File: src/rtl/opseq_pkg.sv
// Shared types and constants for the operand sequencer front end.
package opseq_pkg;

  localparam int unsigned Width = 4;

  // Most negative operand: has no positive counterpart in Width bits.
  localparam logic [Width-1:0] MinNeg = 4'b1000;

  typedef enum logic [1:0] {
    StWaitX = 2'd0,
    StWaitY = 2'd1,
    StReady = 2'd2
  } state_e;

  function automatic logic [Width-1:0] neg2c(input logic [Width-1:0] v);
    return ~v + 1'b1;
  endfunction

endpackage

File: src/rtl/btn_conditioner.sv
// Raw button -> 2-flop synchroniser -> optional debounce -> one-cycle rising-edge pulse.
// Debounce is compiled in only when OPSEQ_DEBOUNCE_EN is defined.
module btn_conditioner #(
  parameter int unsigned DebounceCycles = 16
) (
  input  logic clk_i,
  input  logic rst_ni,
  input  logic btn_i,
  output logic pulse_o
);

  logic [1:0] sync_q;
  logic       level;
  logic       prev_q;

  always_ff @(posedge clk_i or negedge rst_ni) begin
    if (!rst_ni) begin
      sync_q <= '0;
    end else begin
      sync_q <= {sync_q[0], btn_i};
    end
  end

`ifdef OPSEQ_DEBOUNCE_EN
  localparam int unsigned CntW = $clog2(DebounceCycles + 1);

  logic [CntW-1:0] cnt_q, cnt_d;
  logic            deb_q, deb_d;

  // Any cycle where the synchronised input agrees with the accepted level restarts the count.
  always_comb begin
    cnt_d = '0;
    deb_d = deb_q;
    if (sync_q[1] != deb_q) begin
      if (cnt_q == CntW'(DebounceCycles - 1)) begin
        deb_d = sync_q[1];
      end else begin
        cnt_d = cnt_q + 1'b1;
      end
    end
  end

  always_ff @(posedge clk_i or negedge rst_ni) begin
    if (!rst_ni) begin
      cnt_q <= '0;
      deb_q <= 1'b0;
    end else begin
      cnt_q <= cnt_d;
      deb_q <= deb_d;
    end
  end

  assign level = deb_q;
`else
  assign level = sync_q[1];
`endif

  always_ff @(posedge clk_i or negedge rst_ni) begin
    if (!rst_ni) begin
      prev_q <= 1'b0;
    end else begin
      prev_q <= level;
    end
  end

  assign pulse_o = level & ~prev_q;

endmodule

File: src/rtl/operand_sequencer.sv
// Collects operand X then Y from shared switches, one per load press, for the adder.
// Build option OPSEQ_DEBOUNCE_EN adds button debounce inside btn_conditioner.
module operand_sequencer
  import opseq_pkg::*;
#(
  parameter int unsigned DebounceCycles = 16
) (
  input  logic             clk_i,
  input  logic             rst_ni,
  input  logic [Width-1:0] sw_i,
  input  logic             btn_load_i,
  input  logic             btn_clear_i,
  input  logic             sub_i,
  output logic [Width-1:0] x_out_o,
  output logic [Width-1:0] y_out_o,
  output logic             op_valid_o,
  output logic             neg_err_o,
  output logic [1:0]       state_out_o
);

  logic load_p, clear_p;

  btn_conditioner #(
    .DebounceCycles(DebounceCycles)
  ) u_load_cond (
    .clk_i  (clk_i),
    .rst_ni (rst_ni),
    .btn_i  (btn_load_i),
    .pulse_o(load_p)
  );

  btn_conditioner #(
    .DebounceCycles(DebounceCycles)
  ) u_clear_cond (
    .clk_i  (clk_i),
    .rst_ni (rst_ni),
    .btn_i  (btn_clear_i),
    .pulse_o(clear_p)
  );

  state_e           state_q, state_d;
  logic [Width-1:0] x_q, x_d, y_q, y_d;
  logic             valid_q, valid_d, err_q, err_d;

  // Clear has priority; any state other than WaitY (including the unused code) acts as WaitX.
  always_comb begin
    state_d = state_q;
    x_d     = x_q;
    y_d     = y_q;
    valid_d = valid_q;
    err_d   = err_q;
    if (clear_p) begin
      state_d = StWaitX;
      x_d     = '0;
      y_d     = '0;
      valid_d = 1'b0;
      err_d   = 1'b0;
    end else if (load_p) begin
      if (state_q == StWaitY) begin
        y_d = sub_i ? neg2c(sw_i) : sw_i;
        if (sub_i && (sw_i == MinNeg)) begin
          err_d = 1'b1;
        end
        valid_d = 1'b1;
        state_d = StReady;
      end else begin
        x_d     = sw_i;
        err_d   = 1'b0;
        valid_d = 1'b0;
        state_d = StWaitY;
      end
    end
  end

  always_ff @(posedge clk_i or negedge rst_ni) begin
    if (!rst_ni) begin
      state_q <= StWaitX;
      x_q     <= '0;
      y_q     <= '0;
      valid_q <= 1'b0;
      err_q   <= 1'b0;
    end else begin
      state_q <= state_d;
      x_q     <= x_d;
      y_q     <= y_d;
      valid_q <= valid_d;
      err_q   <= err_d;
    end
  end

  assign x_out_o     = x_q;
  assign y_out_o     = y_q;
  assign op_valid_o  = valid_q;
  assign neg_err_o   = err_q;
  assign state_out_o = state_q;

endmodule
File: config.mk
export PLATFORM = sky130hd
export DESIGN_NAME = operand_sequencer
export DESIGN_NICKNAME = d
export VERILOG_FILES = /design/src/rtl/opseq_pkg.sv /design/src/rtl/btn_conditioner.sv /design/src/rtl/operand_sequencer.sv
export SDC_FILE = /design/constraint.sdc
export NUM_CORES = 1
export LEC_CHECK = 0
export CAP_MARGIN = 10
export CORE_MARGIN = 8
export CORE_UTILIZATION = 47
export CTS_CLUSTER_SIZE = 28
export DETAILED_ROUTE_END_ITERATION = 6
export PLACE_DENSITY_LB_ADDON = 0.3
export SYNTH_ARGS = -nofsm -noshare
export SYNTH_HDL_FRONTEND = slang
export SYNTH_SLANG_ARGS = --single-unit
File: constraint.sdc
create_clock -name clk_i -period 2.9 [get_ports clk_i]
set_input_delay 0.435 -clock clk_i [delete_from_list [all_inputs] [get_ports clk_i]]
set_output_delay 0.435 -clock clk_i [all_outputs]
set_load 0.02 [all_outputs]
## Yosys cells after proc, flatten, opt, wreduce, memory -nomap -nowiden

Cells that the tools add are included.

- Register bits after elaboration: 18
- Bits of input ports: 9
- Logic and storage cells: 42

- Add/subtract/negate cells: 1
- Equality and inequality tests: 4
- Multiplexer cells: 17
- Bitwise logic cells: 5
- Reduce and logical (&&, ||, !) cells: 6

Operators with widths:

| operator | count |
|---|---|
| 4-bit 2-to-1 mux | 7 |
| 1-bit 2-to-1 mux | 7 |
| 2-bit 2-to-1 mux | 3 |
| 2-bit AND reduction | 3 |
| 4-bit by 1-bit adder with 4-bit output (second input constant) | 1 |
| 4-bit == test (second input constant) | 1 |
| 4-bit inverter | 1 |
| 2-bit nonzero test | 2 |
| 3-bit by 2-bit inequality test with 1-bit output (second input constant) | 1 |
| 1-bit AND | 2 |
| 2-bit by 1-bit == test with 1-bit output (second input constant) | 1 |
| 2-bit inequality test (second input constant) | 1 |
| 1-bit inverter | 2 |
| 1-bit logical AND | 1 |

## Longest topological paths before layout

Gate-level depths: netlist of run 1.

- Word-level depth: 6
- Mapped depth: 5
- Gate-level depth less buffers: 5

## Cells and area by module

Synthesis of run 1 repeated with hierarchy kept, for this count alone.

- Cell total of the unflattened synthesis: 62
- Area total of the unflattened synthesis: 743.2 um2

Modules (own cells, without submodules):

| module | times used | cells an instance | area each (um2) | seq. area each (um2) |
|---|---|---|---|---|
| operand_sequencer | 1 | 54 | 565.5 | 275.3 |
| btn_conditioner | 2 | 4 | 88.8 | 75.1 |

## Least setup slack after synthesis of run 1

OpenSTA, ideal clock, no wires.

- Path type: register -> register
- Start point: register state_q[0], in the netlist state_out_o[0]
- End point: register x_q[0], in the netlist x_out_o[0]
- Setup time: 0.121 ns
- Data arrival time: 1.056 ns
- Path slack: 1.723 ns
- Cell stages (with the launch flop): 4
- Buffers on the path: 0
- Period minus slack after synthesis: 1.177 ns
- Path through: dfrtp_1 > nor2b_4 > o21a_4 > a22o_1

- Cells in the longest elaborated chain, start to end: 3

RTL lines:

| what | line | source |
|---|---|---|
| start: declaration | operand_sequencer.sv:41 | `state_e state_q, state_d;` |
| start signal: assignment | operand_sequencer.sv:77 | `state_q <= StWaitX;` |
| start signal: assignment | operand_sequencer.sv:83 | `state_q <= state_d;` |
| 2-bit by 1-bit == test with 1-bit output | operand_sequencer.sv:59 | `if (state_q == StWaitY) begin` |
| 2-bit inequality test (no line) | -- |  |
| 2-bit AND reduction (no line) | -- |  |
| end signal: assignment | operand_sequencer.sv:78 | `x_q <= '0;` |
| end signal: assignment | operand_sequencer.sv:84 | `x_q <= x_d;` |
| end: declaration | operand_sequencer.sv:42 | `logic [Width-1:0] x_q, x_d, y_q, y_d;` |

No other way between the ends.
A chain may end at the register's enable or synchronous reset.

## Final worst setup path of run 1

- Start point: register valid_q, in the netlist op_valid_o
- End point: output op_valid_o

RTL lines:

| what | line | source |
|---|---|---|
| start: declaration | operand_sequencer.sv:43 | `logic valid_q, valid_d, err_q, err_d;` |
| start signal: assignment | operand_sequencer.sv:86 | `valid_q <= valid_d;` |
| end: declaration | operand_sequencer.sv:16 | `output logic op_valid_o,` |

No word-level cell between the ends.

==> results of run 1 <==
flip-flops by register name (all words and copies together), names as in the netlist:
| signal | count |
|---|---|
| u_clear_cond.sync_q | 2 |
| y_out_o | 4 |
| x_out_o | 4 |
| u_load_cond.prev_q | 1 |
| neg_err_o | 1 |
| u_load_cond.sync_q | 2 |
| state_out_o | 1 |
| u_clear_cond.prev_q | 1 |
| op_valid_o | 1 |
power groups by stage:
stage / registers (mW) / logic, mW / clock network [mW]
detailed placement: 0.275 / 0.124 / 0
global placement: 0.274 / 0.121 / 0
floorplan: 0.293 / 0.0452 / 0
finish: 0.270 / 0.122 / 0.125
global route: 0.273 / 0.131 / 0.140
CTS: 0.270 / 0.124 / 0.132
stage by stage:
step | hold WS (ns) | utilization (%) | power [mW] | cell area (sq um)
after global placement | 0.333 | 62.8 | 0.395 | 913
after CTS | 0.362 | 64.6 | 0.526 | 940
after floorplan | 0.139 | - | 0.338 | 701
after detailed placement | 0.340 | 62.8 | 0.399 | 913
after global routing | 0.363 | 64.6 | 0.544 | 940
final | 0.357 | 64.6 | 0.517 | 940
worst max path at each step:
stage / to / depth (start not counted) / slack [ns] / startpoint
final: op_valid_o / 1 / 1.09 / op_valid_o
after floorplan: x_out_o[0] / 3 / 1.72 / state_out_o[0]
after global placement: y_out_o[2] / 6 / 1.24 / sw_i[0]
after detailed placement: y_out_o[2] / 6 / 1.18 / sw_i[1]
after CTS: op_valid_o / 1 / 1.08 / op_valid_o
after global routing: op_valid_o / 1 / 1.03 / op_valid_o
Yosys cell counts (all sizes together):
master	n
ha	1
and2b	1
o31ai	1
buf	1
xor2	1
inv	2
a21oi	2
o21a	4
dfrtp	17
nand4b	1
mux2i	1
nor3	1
a22o	4
o2bb2ai	4
nand3	1
xnor2	1
nand2b	2
nor2b	3
routing by layer:
metal	up-vias	wire length, microns
met5	-	0
met4	0	38
met3	5	139
met2	19	606
met1	225	597
li1	218	-
layout make-up:
| class | instances | share of cell area [%] |
|---|---|---|
| multi-input cells | 28 | 27.7 |
| clock buffers | 4 | 2.80 |
| flip-flops and latches | 17 | 45.3 |
| inverters | 2 | 0.799 |
| repair buffers | 20 | 21.3 |
| well taps | 16 | 2.13 |
cell families (layout without fill, tap and decap cells):
family | count (synthesis) | after routing | synth area share (%)
fa+ha+maj | 1 | 1 | 1.79
simple gates | 9 | 9 | 12.0
compound gates | 15 | 15 | 19.5
flops | 17 | 17 | 60.7
buf+inv | 3 | 26 | 2.14
xor+xnor | 2 | 2 | 2.50
mux | 1 | 1 | 1.43
==> metrics.txt, run 1 <==
vias approximately 470; clock tree buffer depth 2; global-route wire length before repair between 2 and 2.5 mm; drt drc 0; Critical Path Fanout Max 4; vias in the first global route 488; status complete, no violations; worst skew pair latency 0.29 ns; die width around 55 microns; crit start category flop; crit-path cells clkdlybuf4s50_1; synthesized area per cell around 15 sq um; largest area contributor in the netlist dfrtp_1; Critical Path RT about 2.5 ns; hold wc startpoint u_load_cond.sync_q[0]; Clock power frac 24.3%; Gate power share about a quarter; Buffers & Inverters on Critical Path 1; Max Clk Rate ~0.55 GHz; setup tns final 0 ns; Reg clk slew, reported paths 0.09 ns; initial antenna violation count 0; max-cap viol count 0; max_slew headroom between 50% and 60%; NetSw ~0.14 mW; Setup CP Type flop to output pin; RSZ-0062 raised after global routing false; cts repair resizes 0; Worst Path Arrival approximately 1.4 ns; Hold EP u_load_cond.sync_q[1]; syn nets just under 60; total grt overflow 0; cell-internal power roughly 0.37 mW; Reg2Reg Depth 3; Synth Cell Area between 700 and 800 sq um; crit-path max cell delay ~0.64 ns; critical path's top delay family buffers and inverters; Core ar. roughly 1500 sq um; fin. max-slew vios 0; antenna cells 0; Initial DRC Count 0; IO Pins 21; PD cells about 550 nW/um^2; DRT antenna net count 0; Worst setup EP type output pin; CTS Sinks 17; Rows 14; Yosys reg bits 17; pin count of the biggest net entering global routing 18; Fin. Hold Viols 0; Initial Util 48.2%; CTS Root Cell clkbuf_4; routability cong. between 0.7 and 0.8; reg2reg start state_out_o[0]; H-tree Lvls 1; postcts setup bufs 0; GRT busiest layer met2; hold path depth 0; Period minus WS final roughly 1.8 ns; internal reg-to-reg setup slack 1.79 ns; sequential power share ~52%; Port Buf Inserts 20; most common cell after layout, fill and taps aside clkdlybuf4s50_1; Setup WS pre-CTS about 1.2 ns; sequential area share after synthesis between 60% and 70%; clock skew about 0.0016 ns; met3 GRT Util between 5 and 6%; P&R area growth vs syn 34.1%; worst-path cell with the longest stage delay clkdlybuf4s50_1; leak pwr about 0.40 nW; multi-input logic area 260 sq um; PnR worst setup slack about 1.1 ns; GRT Overall Usage 10.6%; FF+latch area roughly 430 sq um; Die Y about 55 microns; YS warnings 0; share of layout cells above drive strength 1 about 14%; Synth cell types 22; crit share post-route a little over 60%; FF-to-FF End x_out_o[3]; Total Wirelength 1.38 mm; DIE AREA slightly below 3000 sq um; # fillers ~120; Placed Cells 83; # setup viols final 0; fin nets between 80 and 90; TritonCTS Buffers 3; met1 Use GR 12.4%; met2 Resource Use GR 15.1%; cell types occupying the most area after synthesis dfrtp_1, a22o_1, o2bb2ai_1; CTS tree done; most frequent cells in the layout clkdlybuf4s50_1, dfrtp_1, a22o_1, o2bb2ai_1; dpl hpwl ~1.1 mm; WL/cell between 15 and 20 microns; Final Non-Filler Cells 87; DR pass1 iterations 1; Hold Buf Count CTS 0; Worst VDD drop approximately 0.39 mV; Hold Path Class flop to flop; Synth top area share between 60% and 70%; number of vias per cell between 5 and 6; Tightest Pin Transition around 0.73 ns; Switching Share between 20% and 30%; Syn Inst Count 48
(Power assumes the default switching activity.)
==> run 2: changes to the inputs <==
--- a/config.mk
+++ b/config.mk
@@ -7,7 +7,7 @@
 export LEC_CHECK = 0
 export CAP_MARGIN = 10
 export CORE_MARGIN = 8
-export CORE_UTILIZATION = 47
+export CORE_UTILIZATION = 40
 export CTS_CLUSTER_SIZE = 28
 export DETAILED_ROUTE_END_ITERATION = 6
 export PLACE_DENSITY_LB_ADDON = 0.3
==> constraint.sdc (replaced) <==
create_clock -name clk_i -period 1.6 [get_ports clk_i]
set_input_delay 0.24 -clock clk_i [delete_from_list [all_inputs] [get_ports clk_i]]
set_output_delay 0.24 -clock clk_i [all_outputs]
set_load 0.02 [all_outputs]
==> run 2 against run 1 <==
  * Power increased by 82%
  * Hold slack got worse by 0.10 ns
  * Count of clock-buffer cells in the layout decreased by 1
  * Non-clock buffer count increased by 2
  * Largest cell class unchanged
  * Sequential power increased by 81%
  * Combinational power increased by 79%
  * Via count increased by 1.3%
  * Utilization decreased by 8.1 points
  * Flip-flop and latch count unchanged
==> metrics.txt, run 2 (synthesis gave the netlist of run 1 again) <==
max_slew headroom 80.1% (was 51.2%); CP Depth 1 (unchanged); Total Wirelength 1.37 mm (was 1.38 mm); Port Buf Inserts 20 (unchanged); fin. max-slew vios 0 (unchanged); met2 Resource Use GR 15.0% (was 15.1%); Worst setup EP type output pin (unchanged); Hold Path Class input port to asynchronous set/reset pin (was flop to flop); DRT antenna net count 0 (unchanged); max-cap viol count 0 (unchanged); leak pwr 0.422 nW (was 0.404 nW); total power 0.938 mW (was 0.517 mW); Reg clk slew, reported paths 0.10 ns (was 0.09 ns); Rows 15 (was 14); Core ar. 1690 sq um (was 1450 sq um); Hold Buf Count CTS 0 (unchanged); Fin. Hold Viols 0 (unchanged); Period minus WS final about 1.5 ns; GRT busiest layer met2 (unchanged); WL/cell 15.2 microns (was 15.9 microns); Worst VDD drop 0.500 mV (was 0.390 mV); clock tree buffer depth 2 (unchanged); cell-internal power 0.671 mW (was 0.373 mW); CTS Root Cell clkbuf_4 (unchanged); total grt overflow 0 (unchanged); sequential power share 52.0% (was 52.2%); Initial DRC Count 5 (was 0); Initial Util 41.5% (was 48.2%); dpl hpwl 1.07 mm (was 1.09 mm); reg2reg start state_out_o[0] (unchanged); H-tree Lvls 1 (unchanged); P&R area growth vs syn 36.3% (was 34.1%); RSZ-0062 raised after global routing false (unchanged); vias 473 (was 467); Reg2Reg Depth 3 (unchanged); TritonCTS Buffers 3 (unchanged); met1 Use GR 9.71% (was 12.4%); CTS Sinks 17 (unchanged); Tightest Pin Transition 0.297 ns (was 0.730 ns); met3 GRT Util 3.31% (was 5.43%); drt drc 0 (unchanged); most common cell after layout, fill and taps aside clkdlybuf4s50_1 (unchanged); Critical Path Start y_out_o[2] (was op_valid_o); Switching Share 28.5% (was 27.8%); Worst Path Arrival 1.30 ns (was 1.37 ns); number of vias per cell 5.26 (was 5.37); initial antenna violation count 0 (unchanged); cts repair resizes 2 (was 0); Max Clk Rate about 0.65 GHz; Buffers & Inverters on Critical Path 1 (unchanged); GRT Overall Usage 9.33% (was 10.6%); clock skew 0.00165 ns (was 0.00160 ns); crit-path cells clkdlybuf4s50_1 (unchanged); fin nets 84 (was 82); crit start category flop (unchanged); Critical Path RT 1.36 ns (was 2.47 ns); DIE AREA 3350 sq um (was 2980 sq um); routability cong. 0.728 (was 0.740); Die Y 57.9 microns (was 54.6 microns); worst skew pair latency 0.29 ns (about the same); IO Pins 21 (unchanged); Setup CP Type flop to output pin (unchanged); # setup viols final 0 (unchanged); Clock power frac 24.7% (was 24.3%); CTS tree done (unchanged); critical path's top delay family buffers and inverters (unchanged); crit share post-route about 96%; worst-path cell with the longest stage delay clkdlybuf4s50_1 (unchanged); postcts setup bufs 0 (unchanged); NetSw 0.268 mW (was 0.144 mW); DR pass1 iterations 2 (was 1); vias in the first global route 519 (was 488); die width 57.9 microns (was 54.6 microns); Critical Path Fanout Max 2 (was 4); status complete, no violations (unchanged); crit-path max cell delay 0.62 ns (was 0.64 ns); setup tns final 0 ns (unchanged); PD cells 983 nW/um^2 (was 550 nW/um^2); global-route wire length before repair 2.35 mm (was 2.21 mm); most frequent cells in the layout clkdlybuf4s50_1, dfrtp_1, a22o_1, o2bb2ai_1 (unchanged); antenna cells 0 (unchanged); share of layout cells above drive strength 1 17.8% (was 14.1%); Gate power share 23.3% (was 23.5%); pin count of the biggest net entering global routing 18 (unchanged)
## run 2: changes by cell type in the layout (fill, tap and decap cells not counted)
cell / previous run / this run
clkinv_2: 0 / 1
clkbuf_1: 1 / 0
dlygate4sd2_1: 0 / 2
buf_4: 0 / 2
clkdlybuf4s50_1: 20 / 18
## run 2: power by group through the flow
stage	clock [mW]	sequential, mW	combinational (mW)
2_1_floorplan	0	0.530	0.0819
3_3_place_gp	0	0.496	0.223
3_5_place_dp	0	0.497	0.226
4_1_cts	0.238	0.489	0.222
5_1_grt	0.262	0.493	0.235
6_report	0.232	0.488	0.218
## run 2: final timing paths
check,end,slack (ns)
worst max-delay path,y_out_o[2],0.06
worst min-delay path,state_out_o[0],0.26
worst max register to register,x_out_o[3],0.49
worst min register to register,u_load_cond.sync_q[1],0.36
max in group asynchronous,u_load_cond.sync_q[1],1.17
min in group clk_i,u_load_cond.sync_q[1],0.36
## run 2: final cells by class
cell class | count | area (sq um)
clock buffer | 3 | 22.5
clock inverter | 1 | 5.00
fill | 146 | 734
inverter | 2 | 7.51
multi-input combinational | 28 | 260
sequential | 17 | 425
tap | 17 | 21.3
timing repair buffer | 22 | 213
## run 2: per-layer routing
metal / up-vias / routed length, microns
li1: 223 / -
met1: 232 / 582
met2: 14 / 674
met3: 4 / 72
met4: 0 / 38
met5: - / 0
## run 2: stage by stage
stage / utilization (%) / worst slack, ns / std cells / area, sq um / hold slack, ns
after floorplan: - / 0.423 / 48 / 701 / -0.0556
after global placement: 55.0 / 0.143 / 86 / 930 / 0.333
after detailed placement: 55.0 / 0.0931 / 86 / 930 / 0.343
after CTS: 56.5 / 0.0576 / 90 / 955 / 0.257
after global routing: 56.5 / 0.0210 / 90 / 955 / 0.266
final: 56.5 / 0.0636 / 90 / 955 / 0.257
==> run 3: changes to the inputs <==
--- a/config.mk
+++ b/config.mk
@@ -7,7 +7,7 @@
 export LEC_CHECK = 0
 export CAP_MARGIN = 10
 export CORE_MARGIN = 8
-export CORE_UTILIZATION = 40
+export CORE_UTILIZATION = 44
 export CTS_CLUSTER_SIZE = 28
 export DETAILED_ROUTE_END_ITERATION = 6
 export PLACE_DENSITY_LB_ADDON = 0.3
==> constraint.sdc (replaced) <==
create_clock -name clk_i -period 1.5 [get_ports clk_i]
set_input_delay 0.225 -clock clk_i [delete_from_list [all_inputs] [get_ports clk_i]]
set_output_delay 0.225 -clock clk_i [all_outputs]
set_load 0.02 [all_outputs]
==> run 3 against run 2 <==
  * Clock power rose by 2%
  * Wire length fell by 0.29%
  * Final cell count fell by 1.1%
  * Register-to-register slack got worse by 0.10 ns
  * Count of clock-buffer cells in the layout rose by 1
  * Die area fell by 6.6%
  * First-iteration DRC count did not move
  * Sequential share of layout area fell by 0.52 points
  * Clock skew rose by 0.0039 ns
  * Cell area rose by 1.2%
  * Sequential power rose by 6.6%
  * Critical path type unchanged
  * Critical endpoint is now op_valid_o
  * Largest power group unchanged
==> metrics.txt, run 3 (synthesis gave the netlist of run 1 again) <==
Initial Util 46.5% (was 41.5%); leak pwr 0.546 nW (was 0.422 nW); Core ar. 1510 sq um (was 1690 sq um); vias in the first global route 472 (was 519); Setup CP Type flop to output pin (unchanged); # setup viols final 0 (unchanged); setup tns final 0 ns (unchanged); reg2reg start state_out_o[0] (unchanged); CTS tree done (unchanged); DIE AREA 3130 sq um (was 3350 sq um); most frequent cells in the layout dfrtp_1, clkdlybuf4s50_1, dlymetal6s2s_1, dlygate4sd2_1 (was clkdlybuf4s50_1, dfrtp_1, a22o_1, o2bb2ai_1); crit-path max cell delay 0.42 ns (was 0.62 ns); Initial DRC Count 5 (unchanged); initial antenna violation count 0 (unchanged); TritonCTS Buffers 3 (unchanged); max_slew headroom 80.5% (was 80.1%); WL/cell 15.3 microns (was 15.2 microns); vias 469 (was 473); Worst setup EP type output pin (unchanged); status complete, no violations (unchanged); Max Clk Rate between 0.7 and 0.8 GHz; crit-path cells dlygate4sd2_1 (was clkdlybuf4s50_1); Fin. Hold Viols 0 (unchanged); GRT Overall Usage 8.74% (was 9.33%); IO Pins 21 (unchanged); met3 wire length 121 microns (was 72 microns); metal2 WL 615 microns (was 674 microns); Final Non-Filler Cells 89 (was 90); fin nets 84 (unchanged); Worst VDD drop 0.670 mV (was 0.500 mV); Port Buf Inserts 20 (unchanged); clock skew 0.00559 ns (was 0.00165 ns); P&R area growth vs syn 37.9% (was 36.3%); Rows 14 (was 15); die width 55.9 microns (was 57.9 microns); antenna cells 0 (unchanged); Worst Path Arrival 1.05 ns (was 1.30 ns); worst-path cell with the longest stage delay dfrtp_1 (was clkdlybuf4s50_1); CTS Root Cell clkbuf_4 (unchanged); DRT antenna net count 0 (unchanged); DR pass1 iterations 2 (unchanged); number of vias per cell 5.27 (was 5.26); crit share post-route roughly 85%; Reg2Reg Depth 3 (unchanged); Placed Cells 85 (was 86); Tightest Pin Transition 0.292 ns (was 0.297 ns); PD cells 1010 nW/um^2 (was 983 nW/um^2); RSZ-0062 raised after global routing false (unchanged); routability cong. 0.685 (was 0.728); CTS Sinks 17 (unchanged); total grt overflow 0 (unchanged); clock tree buffer depth 2 (unchanged); max-cap viol count 0 (unchanged); Buffers & Inverters on Critical Path 1 (unchanged); worst skew pair latency 0.28 ns (was 0.29 ns); H-tree Lvls 1 (unchanged); pin count of the biggest net entering global routing 18 (unchanged); share of layout cells above drive strength 1 16.4% (was 17.8%); critical path's top delay family flip-flops (was buffers and inverters); internal reg-to-reg setup slack 0.39 ns (was 0.49 ns); top sig layer met3 (was met4); Hold Path Class input port to asynchronous set/reset pin (unchanged); Reg clk slew, reported paths 0.10 ns (about the same); Critical Path RT 1.27 ns (was 1.36 ns); drt drc 0 (unchanged); crit start category flop (unchanged); global-route wire length before repair 2.15 mm (was 2.35 mm); Period minus WS final about 1.3 ns; # fillers 131 (was 146); met1 WL 627 microns (was 582 microns); FF-to-FF End x_out_o[3] (unchanged); Critical Path Fanout Max 4 (was 2); fin. max-slew vios 0 (unchanged); Die Y 55.9 microns (was 57.9 microns); most common cell after layout, fill and taps aside dfrtp_1 (was clkdlybuf4s50_1); Total Wirelength 1.36 mm (was 1.37 mm)
## run 3: changes by cell type in the layout (fill, tap and decap cells not counted)
| cell | delta |
|---|---|
| clkdlybuf4s50_1 | -10 |
| dlymetal6s2s_1 | +7 |
| dlygate4sd2_1 | +3 |
| clkbuf_1 | +1 |
| clkinv_2 | -1 |
## run 3: per-layer routing
metal  vias up  track usage, %
li1        226               -
met1       226            10.5
met2        17            11.2
met3         0            6.39
met4         0            4.12
met5         -               0
## run 3: how the worst max path moves through the flow
stage / start / end / slack, ns / cells after the start
after CTS: x_out_o[1] / x_out_o[1] / 0.005 / 1
after detailed placement: sw_i[0] / y_out_o[2] / 0.0002 / 6
final: op_valid_o / op_valid_o / 0.22 / 1
after floorplan: state_out_o[0] / x_out_o[0] / 0.32 / 3
after global placement: sw_i[0] / y_out_o[2] / 0.05 / 6
after global routing: op_valid_o / state_out_o[1] / 0.15 / 1
## run 3: area by class of cell
class                      count  area [sq um]  share of cell area (%)
sequential                    17           425                    44.0
multi-input combinational     28           260                    26.9
timing repair buffer          22           226                    23.4
clock buffer                   4          26.3                    2.72
tap                           16          20.0                    2.07
inverter                       2          7.51                   0.777
## run 3: what timing repair did
item	in CTS	in global routing
setup buffers	0	0
resized for setup	5	7
hold buffers	0	0
setup endpoints to repair	5	7
## run 3: report_power, final
group | switching (mW) | internal, mW | total, mW | leakage [nW]
logic | 0.113 | 0.110 | 0.223 | 0.315
registers | 0.0240 | 0.496 | 0.520 | 0.217
clock network | 0.134 | 0.103 | 0.237 | 0.0150
total | 0.271 | 0.709 | 0.980 | 0.546
## run 3: metrics by stage
stage / hold slack, ns / utilization, % / total power, mW / setup WS (ns) / instance area, sq um
global route: 0.262 / 64.1 / 1.04 / 0.145 / 966
detailed placement: 0.337 / 61.6 / 0.771 / 0.000207 / 928
floorplan: -0.0706 / - / 0.653 / 0.323 / 701
CTS: 0.246 / 63.0 / 1.00 / 0.00543 / 948
global placement: 0.333 / 61.6 / 0.767 / 0.0526 / 928
finish: 0.246 / 64.1 / 0.980 / 0.220 / 966
